**config.mk**
```make
export PLATFORM = sky130hd
export DESIGN_NAME = lbm_sweep_controller
export DESIGN_NICKNAME = d
export VERILOG_FILES = /design/src/rtl/lbm_ctrl_pkg.sv /design/src/rtl/lbm_cell_classifier.sv /design/src/rtl/lbm_sweep_controller.sv
export SDC_FILE = /design/constraint.sdc
export NUM_CORES = 1
export LEC_CHECK = 0
export CAP_MARGIN = 40
export CORE_ASPECT_RATIO = 1.25
export CORE_MARGIN = 2
export CORE_UTILIZATION = 53
export DETAILED_ROUTE_END_ITERATION = 12
export PLACE_DENSITY = 0.84
export SLEW_MARGIN = 20
export SYNTH_ARGS = -nofsm -noshare
export SYNTH_HDL_FRONTEND = slang
export SYNTH_SLANG_ARGS = --single-unit
```
**constraint.sdc**
```tcl
create_clock -name clk -period 3.1 [get_ports clk]
set_input_delay 0.93 -clock clk [delete_from_list [all_inputs] [get_ports clk]]
set_output_delay 0.93 -clock clk [all_outputs]
set_load 0.02 [all_outputs]
```
**src/rtl/lbm_ctrl_pkg.sv**
```systemverilog
// Shared types and default lattice size for the LBM sweep controller.
package lbm_ctrl_pkg;

  // Phase code presented to the datapath alongside each cell.
  typedef enum logic [1:0] {
    PH_IDLE     = 2'b00,
    PH_COLLIDE  = 2'b01,
    PH_STREAM   = 2'b10,
    PH_BOUNDARY = 2'b11
  } phase_t;

  // Controller FSM states.
  typedef enum logic [2:0] {
    S_IDLE,
    S_COLLIDE,
    S_STREAM,
    S_BOUNDARY,
    S_DONE
  } state_t;

  localparam int DEF_GRID_X = 16;
  localparam int DEF_GRID_Y = 16;

endpackage : lbm_ctrl_pkg

```
**src/rtl/lbm_cell_classifier.sv**
```systemverilog
// Maps a cell coordinate to its cavity wall class.
// The four flags are one-hot or all zero.
// Priority is lid > bottom > left > right, so corners get exactly one class.
module lbm_cell_classifier #(
  parameter int GRID_X = 16,
  parameter int GRID_Y = 16,
  parameter int X_W    = $clog2(GRID_X),
  parameter int Y_W    = $clog2(GRID_Y)
) (
  input  logic [X_W-1:0] x_i,
  input  logic [Y_W-1:0] y_i,
  output logic           lid_o,
  output logic           bottom_o,
  output logic           left_o,
  output logic           right_o
);

  localparam logic [X_W-1:0] X_MAX = X_W'(GRID_X - 1);
  localparam logic [Y_W-1:0] Y_MAX = Y_W'(GRID_Y - 1);

  logic is_lid, is_bottom, is_left, is_right;

  assign is_lid    = (x_i == X_MAX) && (y_i != '0) && (y_i != Y_MAX);
  assign is_bottom = (x_i == '0);
  assign is_left   = (y_i == '0);
  assign is_right  = (y_i == Y_MAX);

  // Resolve overlapping edges so that each cell carries at most one class.
  always_comb begin
    lid_o    = is_lid;
    bottom_o = !is_lid && is_bottom;
    left_o   = !is_lid && !is_bottom && is_left;
    right_o  = !is_lid && !is_bottom && !is_left && is_right;
  end

endmodule : lbm_cell_classifier

```
**src/rtl/lbm_sweep_controller.sv**
```systemverilog
// Lattice sweep sequencer that runs one LBM timestep at a time.
// Each timestep has three phases: COLLIDE, STREAM and BOUNDARY.
// Each cell is offered to the datapath over a valid/ready handshake.
module lbm_sweep_controller
  import lbm_ctrl_pkg::*;
#(
  parameter int GRID_X = DEF_GRID_X,
  parameter int GRID_Y = DEF_GRID_Y,
  parameter int X_W    = $clog2(GRID_X),
  parameter int Y_W    = $clog2(GRID_Y),
  parameter int STEP_W = 16
) (
  input  logic              clk,
  input  logic              rst_n,
  input  logic              start,
  input  logic [STEP_W-1:0] num_steps,
  input  logic              cell_ready,
  output logic              cell_valid,
  output logic [X_W-1:0]    x,
  output logic [Y_W-1:0]    y,
  output logic [1:0]        phase,
  output logic              lid,
  output logic              bottom_wall,
  output logic              left_wall,
  output logic              right_wall,
  output logic [STEP_W-1:0] step_count,
  output logic              busy,
  output logic              done
);

  localparam logic [X_W-1:0] X_MAX = X_W'(GRID_X - 1);
  localparam logic [Y_W-1:0] Y_MAX = Y_W'(GRID_Y - 1);

  state_t            state_q;
  logic [X_W-1:0]    x_q, x_d;
  logic [Y_W-1:0]    y_q, y_d;
  logic [STEP_W-1:0] steps_q;
  logic [STEP_W-1:0] count_q, count_d;
  logic              busy_q, done_q;
  logic              grid_end;
  logic              c_lid, c_bottom, c_left, c_right, wall_any;
  logic              active, advance;
  phase_t            phase_enc;

  lbm_cell_classifier #(
    .GRID_X (GRID_X),
    .GRID_Y (GRID_Y),
    .X_W    (X_W),
    .Y_W    (Y_W)
  ) u_classifier (
    .x_i      (x_q),
    .y_i      (y_q),
    .lid_o    (c_lid),
    .bottom_o (c_bottom),
    .left_o   (c_left),
    .right_o  (c_right)
  );

  assign wall_any = c_lid | c_bottom | c_left | c_right;
  assign active   = (state_q == S_COLLIDE) || (state_q == S_STREAM) || (state_q == S_BOUNDARY);
  assign count_d  = count_q + STEP_W'(1);

  // Next raster coordinate: x is the fast index, and the grid end is flagged on the final cell.
  always_comb begin
    x_d      = x_q;
    y_d      = y_q;
    grid_end = 1'b0;
    if (x_q == X_MAX) begin
      x_d = '0;
      if (y_q == Y_MAX) begin
        y_d      = '0;
        grid_end = 1'b1;
      end else begin
        y_d = y_q + Y_W'(1);
      end
    end else begin
      x_d = x_q + X_W'(1);
    end
  end

  // Present cells in the compute phases, and only wall cells in BOUNDARY.
  // Non-wall BOUNDARY cells are skipped after one cycle without a handshake.
  always_comb begin
    cell_valid = (state_q == S_COLLIDE) || (state_q == S_STREAM) ||
                 ((state_q == S_BOUNDARY) && wall_any);
    advance    = (cell_valid && cell_ready) || ((state_q == S_BOUNDARY) && !wall_any);
  end

  // Decode the externally visible phase from the state register.
  always_comb begin
    unique case (state_q)
      S_COLLIDE:  phase_enc = PH_COLLIDE;
      S_STREAM:   phase_enc = PH_STREAM;
      S_BOUNDARY: phase_enc = PH_BOUNDARY;
      default:    phase_enc = PH_IDLE;
    endcase
  end

  // Sweep FSM, including the coordinate, timestep and status registers.
  always_ff @(posedge clk or negedge rst_n) begin
    if (!rst_n) begin
      state_q <= S_IDLE;
      x_q     <= '0;
      y_q     <= '0;
      steps_q <= '0;
      count_q <= '0;
      busy_q  <= 1'b0;
      done_q  <= 1'b0;
    end else begin
      unique case (state_q)
        S_IDLE: begin
          if (start) begin
            steps_q <= num_steps;
            count_q <= '0;
            x_q     <= '0;
            y_q     <= '0;
            busy_q  <= 1'b1;
            if (num_steps == '0) begin
              state_q <= S_DONE;
              done_q  <= 1'b1;
            end else begin
              state_q <= S_COLLIDE;
            end
          end
        end
        S_COLLIDE, S_STREAM: begin
          if (advance) begin
            x_q <= x_d;
            y_q <= y_d;
            if (grid_end) state_q <= (state_q == S_COLLIDE) ? S_STREAM : S_BOUNDARY;
          end
        end
        S_BOUNDARY: begin
          if (advance) begin
            x_q <= x_d;
            y_q <= y_d;
            if (grid_end) begin
              count_q <= count_d;
              if (count_d == steps_q) begin
                state_q <= S_DONE;
                done_q  <= 1'b1;
              end else begin
                state_q <= S_COLLIDE;
              end
            end
          end
        end
        S_DONE: begin
          done_q  <= 1'b0;
          busy_q  <= 1'b0;
          state_q <= S_IDLE;
        end
        default: state_q <= S_IDLE;
      endcase
    end
  end

  assign x           = x_q;
  assign y           = y_q;
  assign phase       = phase_enc;
  assign lid         = active & c_lid;
  assign bottom_wall = active & c_bottom;
  assign left_wall   = active & c_left;
  assign right_wall  = active & c_right;
  assign step_count  = count_q;
  assign busy        = busy_q;
  assign done        = done_q;

endmodule : lbm_sweep_controller

```
# Word level (Yosys, flattened, before mapping)
# Index checks and enable logic that the tools add are counted.
[word_totals]
reg_bits = 45
input_bits = 20
out_inout_bits = 33
[op_classes]
n_addsub = 3
n_eq_ne = 17
muxes = 32
bitwise = 7
reduce_logical = 36
[ops]
columns = ["cell", "n"]
rows = [
  ["$mux 16", 3],
  ["$pmux 16 s2", 1],
  ["$mux 4", 6],
  ["$mux 3", 7],
  ["$add 16x1->16 const B", 1],
  ["$eq 16x16->1", 1],
  ["$logic_not 16->1", 1],
  ["$pmux 4 s2", 2],
  ["$ne 2x2->1 const B", 6],
  ["$logic_and 1x1->1", 10],
  ["$mux 1", 9],
  ["$pmux 3 s3", 1],
  ["$add 4x1->4 const B", 2],
  ["$eq 4x4->1 const B", 2],
  ["$logic_not 4->1", 2],
  ["$reduce_and 4->1", 2],
  ["$eq 3x2->1 const B", 2],
  ["$ne 2x1->1 const B", 3],
  ["$pmux 2 s3", 1],
  ["$reduce_and 6->1", 1],
  ["$reduce_bool 2->1", 3],
  ["$reduce_and 5->1", 1],
  ["$and 1x1->1", 4],
  ["$logic_not 1->1", 4],
  ["other kinds (14)", 20],
]

# Depth between registers and ports, before layout
[depth]
depth_word = 14
depth_mapped = 9
ltp_nobuf = 8

# Cells and area by module
# A second synthesis with hierarchy kept.
[hier_totals]
cells_unflattened = 297
area_unflattened_um2 = 2792.7
[by_module_without_submodules]
columns = ["module", "instances", "cells_each", "area_per_inst_um2", "seq_area_each_um2"]
rows = [
  ["lbm_sweep_controller", 1, 290, 2725.1, 1126.1],
  ["lbm_cell_classifier", 1, 7, 67.6, 0.0],
]

# Worst setup path after synthesis
# Ideal clock, no wire load.
[synth_path]
path_type = "reg-to-output"
start = "register x_q[0], in the netlist x[0]"
end = "output cell_valid"
arrival_ns = 1.517
required_time_ns = 2.170
setup_slack_ns = 0.653
path_stages_with_launch = 7
path_buffers = 0
cell_sequence = "dfrtp_1 -> inv_1 -> ha_1 -> or3b_1 -> nand4_1 -> nor2_1 -> nor2_1"
[synth_between]
elab_chain_cells = 10
[synth_rtl]
columns = ["item", "line", "rtl"]
rows = [
  ["from (decl)", "lbm_sweep_controller.sv:35", "logic [X_W-1:0] x_q, x_d;"],
  ["from (signal assigned)", "lbm_sweep_controller.sv:103", "x_q <= '0;"],
  ["from (signal assigned)", "lbm_sweep_controller.sv:115", "x_q <= '0;"],
  ["from (signal assigned)", "lbm_sweep_controller.sv:128", "x_q <= x_d;"],
  ["$eq 4x4->1", "lbm_cell_classifier.sv:23", "assign is_lid = (x_i == X_MAX) && (y_i != '0) && (y_i != Y_MAX);"],
  ["$logic_and 1x1->1 (2 in a row)", "lbm_cell_classifier.sv:23", ""],
  ["$logic_not 1->1", "lbm_cell_classifier.sv:31, lbm_cell_classifier.sv:32, lbm_cell_classifier.sv:33", ""],
  ["$logic_and 1x1->1, on equally long branches", "lbm_cell_classifier.sv:31, lbm_cell_classifier.sv:32, lbm_cell_classifier.sv:33", ""],
  ["$or 1x1->1 (tied with other cells)", "lbm_sweep_controller.sv:59", "assign wall_any = c_lid | c_bottom | c_left | c_right;"],
  ["$or 1x1->1 / $logic_and 1x1->1 (equally long branches)", "lbm_sweep_controller.sv:59, lbm_cell_classifier.sv:33", ""],
  ["$or 1x1->1 *", "lbm_sweep_controller.sv:59", ""],
  ["$logic_and 1x1->1 *", "lbm_sweep_controller.sv:85", "((state_q == S_BOUNDARY) && wall_any);"],
  ["$logic_or 1x1->1 *", "lbm_sweep_controller.sv:84", "cell_valid = (state_q == S_COLLIDE) || (state_q == S_STREAM) ||"],
  ["to (decl)", "lbm_sweep_controller.sv:18", "output logic cell_valid,"],
]
# Mark *: on every way between the ends. The rest lies on a longest branch, timed or not.

# Worst setup path after layout
[layout_path]
start = "register x_q[0], in the netlist x[0]"
end = "output right_wall"
[layout_between]
elab_chain_cells = 8
[layout_rtl]
columns = ["item", "line", "rtl"]
rows = [
  ["$eq 4x4->1", "lbm_cell_classifier.sv:23", ""],
  ["$logic_and 1x1->1 (2 in a row)", "lbm_cell_classifier.sv:23", ""],
  ["$logic_not 1->1", "lbm_cell_classifier.sv:33", "right_o = !is_lid && !is_bottom && !is_left && is_right;"],
  ["$logic_and 1x1->1 * (3 in a row)", "lbm_cell_classifier.sv:33", ""],
  ["$and 1x1->1 *", "lbm_sweep_controller.sv:164", "assign right_wall = active & c_right;"],
  ["to (decl)", "lbm_sweep_controller.sv:25", "output logic right_wall,"],
]
# Marked as above.

==> reports/metrics.csv <==
metric,value,unit
global-route wire length before repair,12.4,mm
placer's final routability congestion estimate,0.906,
Layout area overhead,24.3,%
Initial Util,54.4,%
top cell type's share of synthesized area,38.3,%
critical path class,reg -> out,
RR Startpoint,step_count[1],
routed vias,2838,
syn nets,351,
Die W,70.6,microns
CTS tree,built,
fin util,67.6,%
top-count cell post-synth,dfrtp_1,
Congestion Overflow GR,0,
f_max,338,MHz
LEAKAGE,1.51,nW
leading area contributor after synthesis,dfrtp_1,
sequential power share,38.1,%
CP Data Required Time,2.17,ns
initial antenna violation count,0,
post-synthesis sequential area ratio,38.3,%
Fin. Hold Viols,0,
asr flop ratio synth,100,%
core area,0.00541,sq mm
"FF+latch count, synth",45,
YS warnings,0,
"EDFF count, synth",0,
DR DRC count,0,
reg-to-reg endpoint,state_q[0],
Worst Reg-to-Reg Cells,7,
DRT Pass-1 Iters,6,
combinational power share,47.1,%
Max clock buf depth,2,
endpoints failing setup,0,
Final period util,95.5,%
n_diodes,0,
commonest cells in the netlist,"45 x dfrtp_1, 35 x nor2_1, 31 x nand2_1",
RSZ-0062 raised after global routing,false,
worst slew pin tran,0.552,ns
clock-pin slew on the worst setup and hold paths,0.08,ns
Max transition margin,63.0,%
Int Pwr,1.41,mW
clock latency on the worst-skew pair,0.29,ns
cts bufs inserted,5,
Multi-input gate area,0.00173,sq mm
Hold/Removal Path Class,reg -> reg,
crit path time final,2.96,ns
detailed placement HPWL,5.58,mm
"top cells by area, synth","dfrtp_1 38%, mux2_2 6.5%, nor2_1 4.5%, nand2_1 4.0%, o21ai_0 3.6%",
crit start category,flip-flop,
post-synthesis cell type count,59,
r2r setup slk,0.53,ns
All-Layer GR Usage,25.2,%
First DRT Iteration DRCs,222,
number of global-route vias before repair,2604,
power per cell area,651,mW/mm^2
Syn Inst Count,326,
WHS Endpoint,done,
Register Area,0.00113,sq mm
clock sinks,45,
CTS Hold Bufs,0,
port bufs,52,
io pins,53,
Die Height,87.3,microns
CP Data Arrival Time,2.03,ns
setup TNS,0,ns
die area,0.00617,sq mm
Fin Clk Skew,0.00707,ns
Layout Nets,407,
"Design Area, Final",0.00366,sq mm
Mean Syn Cell Area,9.02,sq um
outcome,finished clean,
MaxCap Viol Count,0,
Synth Cell Area,0.00294,sq mm
Placed Area,0.00356,sq mm
CP endpoint kind,output pin,
clock root buffer,clkbuf_8,
final wirelength,7.48,mm
Setup Buffers After CTS,0,
maximum vdd drop,409,uV
FP Rows,30,
Crit Path Max Fanout,6,
Max Slew Vio Count,0,
layout cells sized above 1,12.5,%
net switching power,0.969,mW
post-route ant nets,0,
WL/cell,16.7,microns
Sw Ratio,40.7,%
largest net degree at the start of global routing,32,
via/cell ratio,6.35,
clock share of power,14.7,%
H-tree lvl count,2,
post-CTS sizing,1,
dominant synthesized flop cell,dfrtp_1,
worst hold start,done,
hold path depth,2,
crit path from,x[0],
filler instances,444,
-- stage by stage --
step / hold slack (ns) / cells / total power, mW / setup slack, ns
4_1_cts: 0.529 / 447 / 2.39 / 0.0279
3_5_place_dp: 0.509 / 439 / 2.05 / 0.226
5_1_grt: 0.549 / 447 / 2.55 / 0.0300
3_3_place_gp: 0.501 / 438 / 2.00 / 0.289
6_report: 0.527 / 447 / 2.38 / 0.141
2_1_floorplan: 0.496 / 326 / 1.61 / 0.653
-- final cells by class --
cell class	instances	share of cell area, %
Clock buffer	7	2.09
Clock inverter	1	0.205
Inverter	10	1.03
Multi-Input combinational cell	259	47.2
Sequential cell	45	30.8
Tap cell	64	2.19
Timing Repair Buffer	61	16.5
-- cells in the final DEF (no fill, tap or decap), types with 8 or more instances in the layout --
master and count:
mux2_2 17, nand2_1 31, nand3_1 11, nor4_1 10, a21oi_1 11, clkdlybuf4s50_1 47, o21ai_0 21, dfrtp_1 44
nor2_1 34, o21ai_1 10, inv_1 10, xor2_1 8, buf_4 8, xnor2_1 11, nand4_1 11
-- worst max path at each step --
| stage | end | slack [ns] | cells past startpoint |
|---|---|---|---|
| finish | right_wall | 0.14 | 6 |
| global route | right_wall | 0.03 | 6 |
| CTS | left_wall | 0.03 | 5 |
| detailed placement | cell_valid | 0.23 | 7 |
| global placement | cell_valid | 0.29 | 7 |
| floorplan | cell_valid | 0.65 | 6 |
-- logic make-up (layout without fill, tap and decap cells) --
group | count (synthesis) | in the layout | share of synthesized area (%)
AOI/OAI and AO/OA | 70 | 70 | 14.9
xor gates and xnor gates | 19 | 19 | 5.66
adders and majority gates | 5 | 5 | 2.13
buffers and inverters | 22 | 79 | 3.15
DFF | 45 | 45 | 38.3
muxes | 21 | 21 | 7.91
and+or+nand+nor | 144 | 144 | 28.0
-- state kept, by name, indices dropped and copies added (netlist names) --
register,cells
y,4
done,1
busy,1
x,4
steps_q,16
state_q,3
step_count,16
-- power groups by stage --
stage	clock [mW]	sequential, mW	combinational [mW]
after detailed placement	0	0.916	1.13
after global routing	0.383	0.934	1.23
after global placement	0	0.906	1.09
final	0.351	0.908	1.12
after floorplan	0	0.967	0.645
after CTS	0.358	0.905	1.13
-- layer usage --
| layer | wire length, microns | global-route usage, % |
|---|---|---|
| met2 | 3770 | 44.9 |
| met5 | 0 | 0 |
| met1 | 3000 | 31.6 |
| met4 | 177 | 7.03 |
| met3 | 535 | 3.94 |
-- worst max-delay path, stage by stage (launching register included) --
cell	delay (ns)
dfrtp_1	0.43
inv_1	0.07
ha_1	0.14
or3b_1	0.41
nand2_1	0.11
nor2_1	0.04
clkdlybuf4s50_1	0.53
No activity file was read; power rests on OpenSTA's default activity.
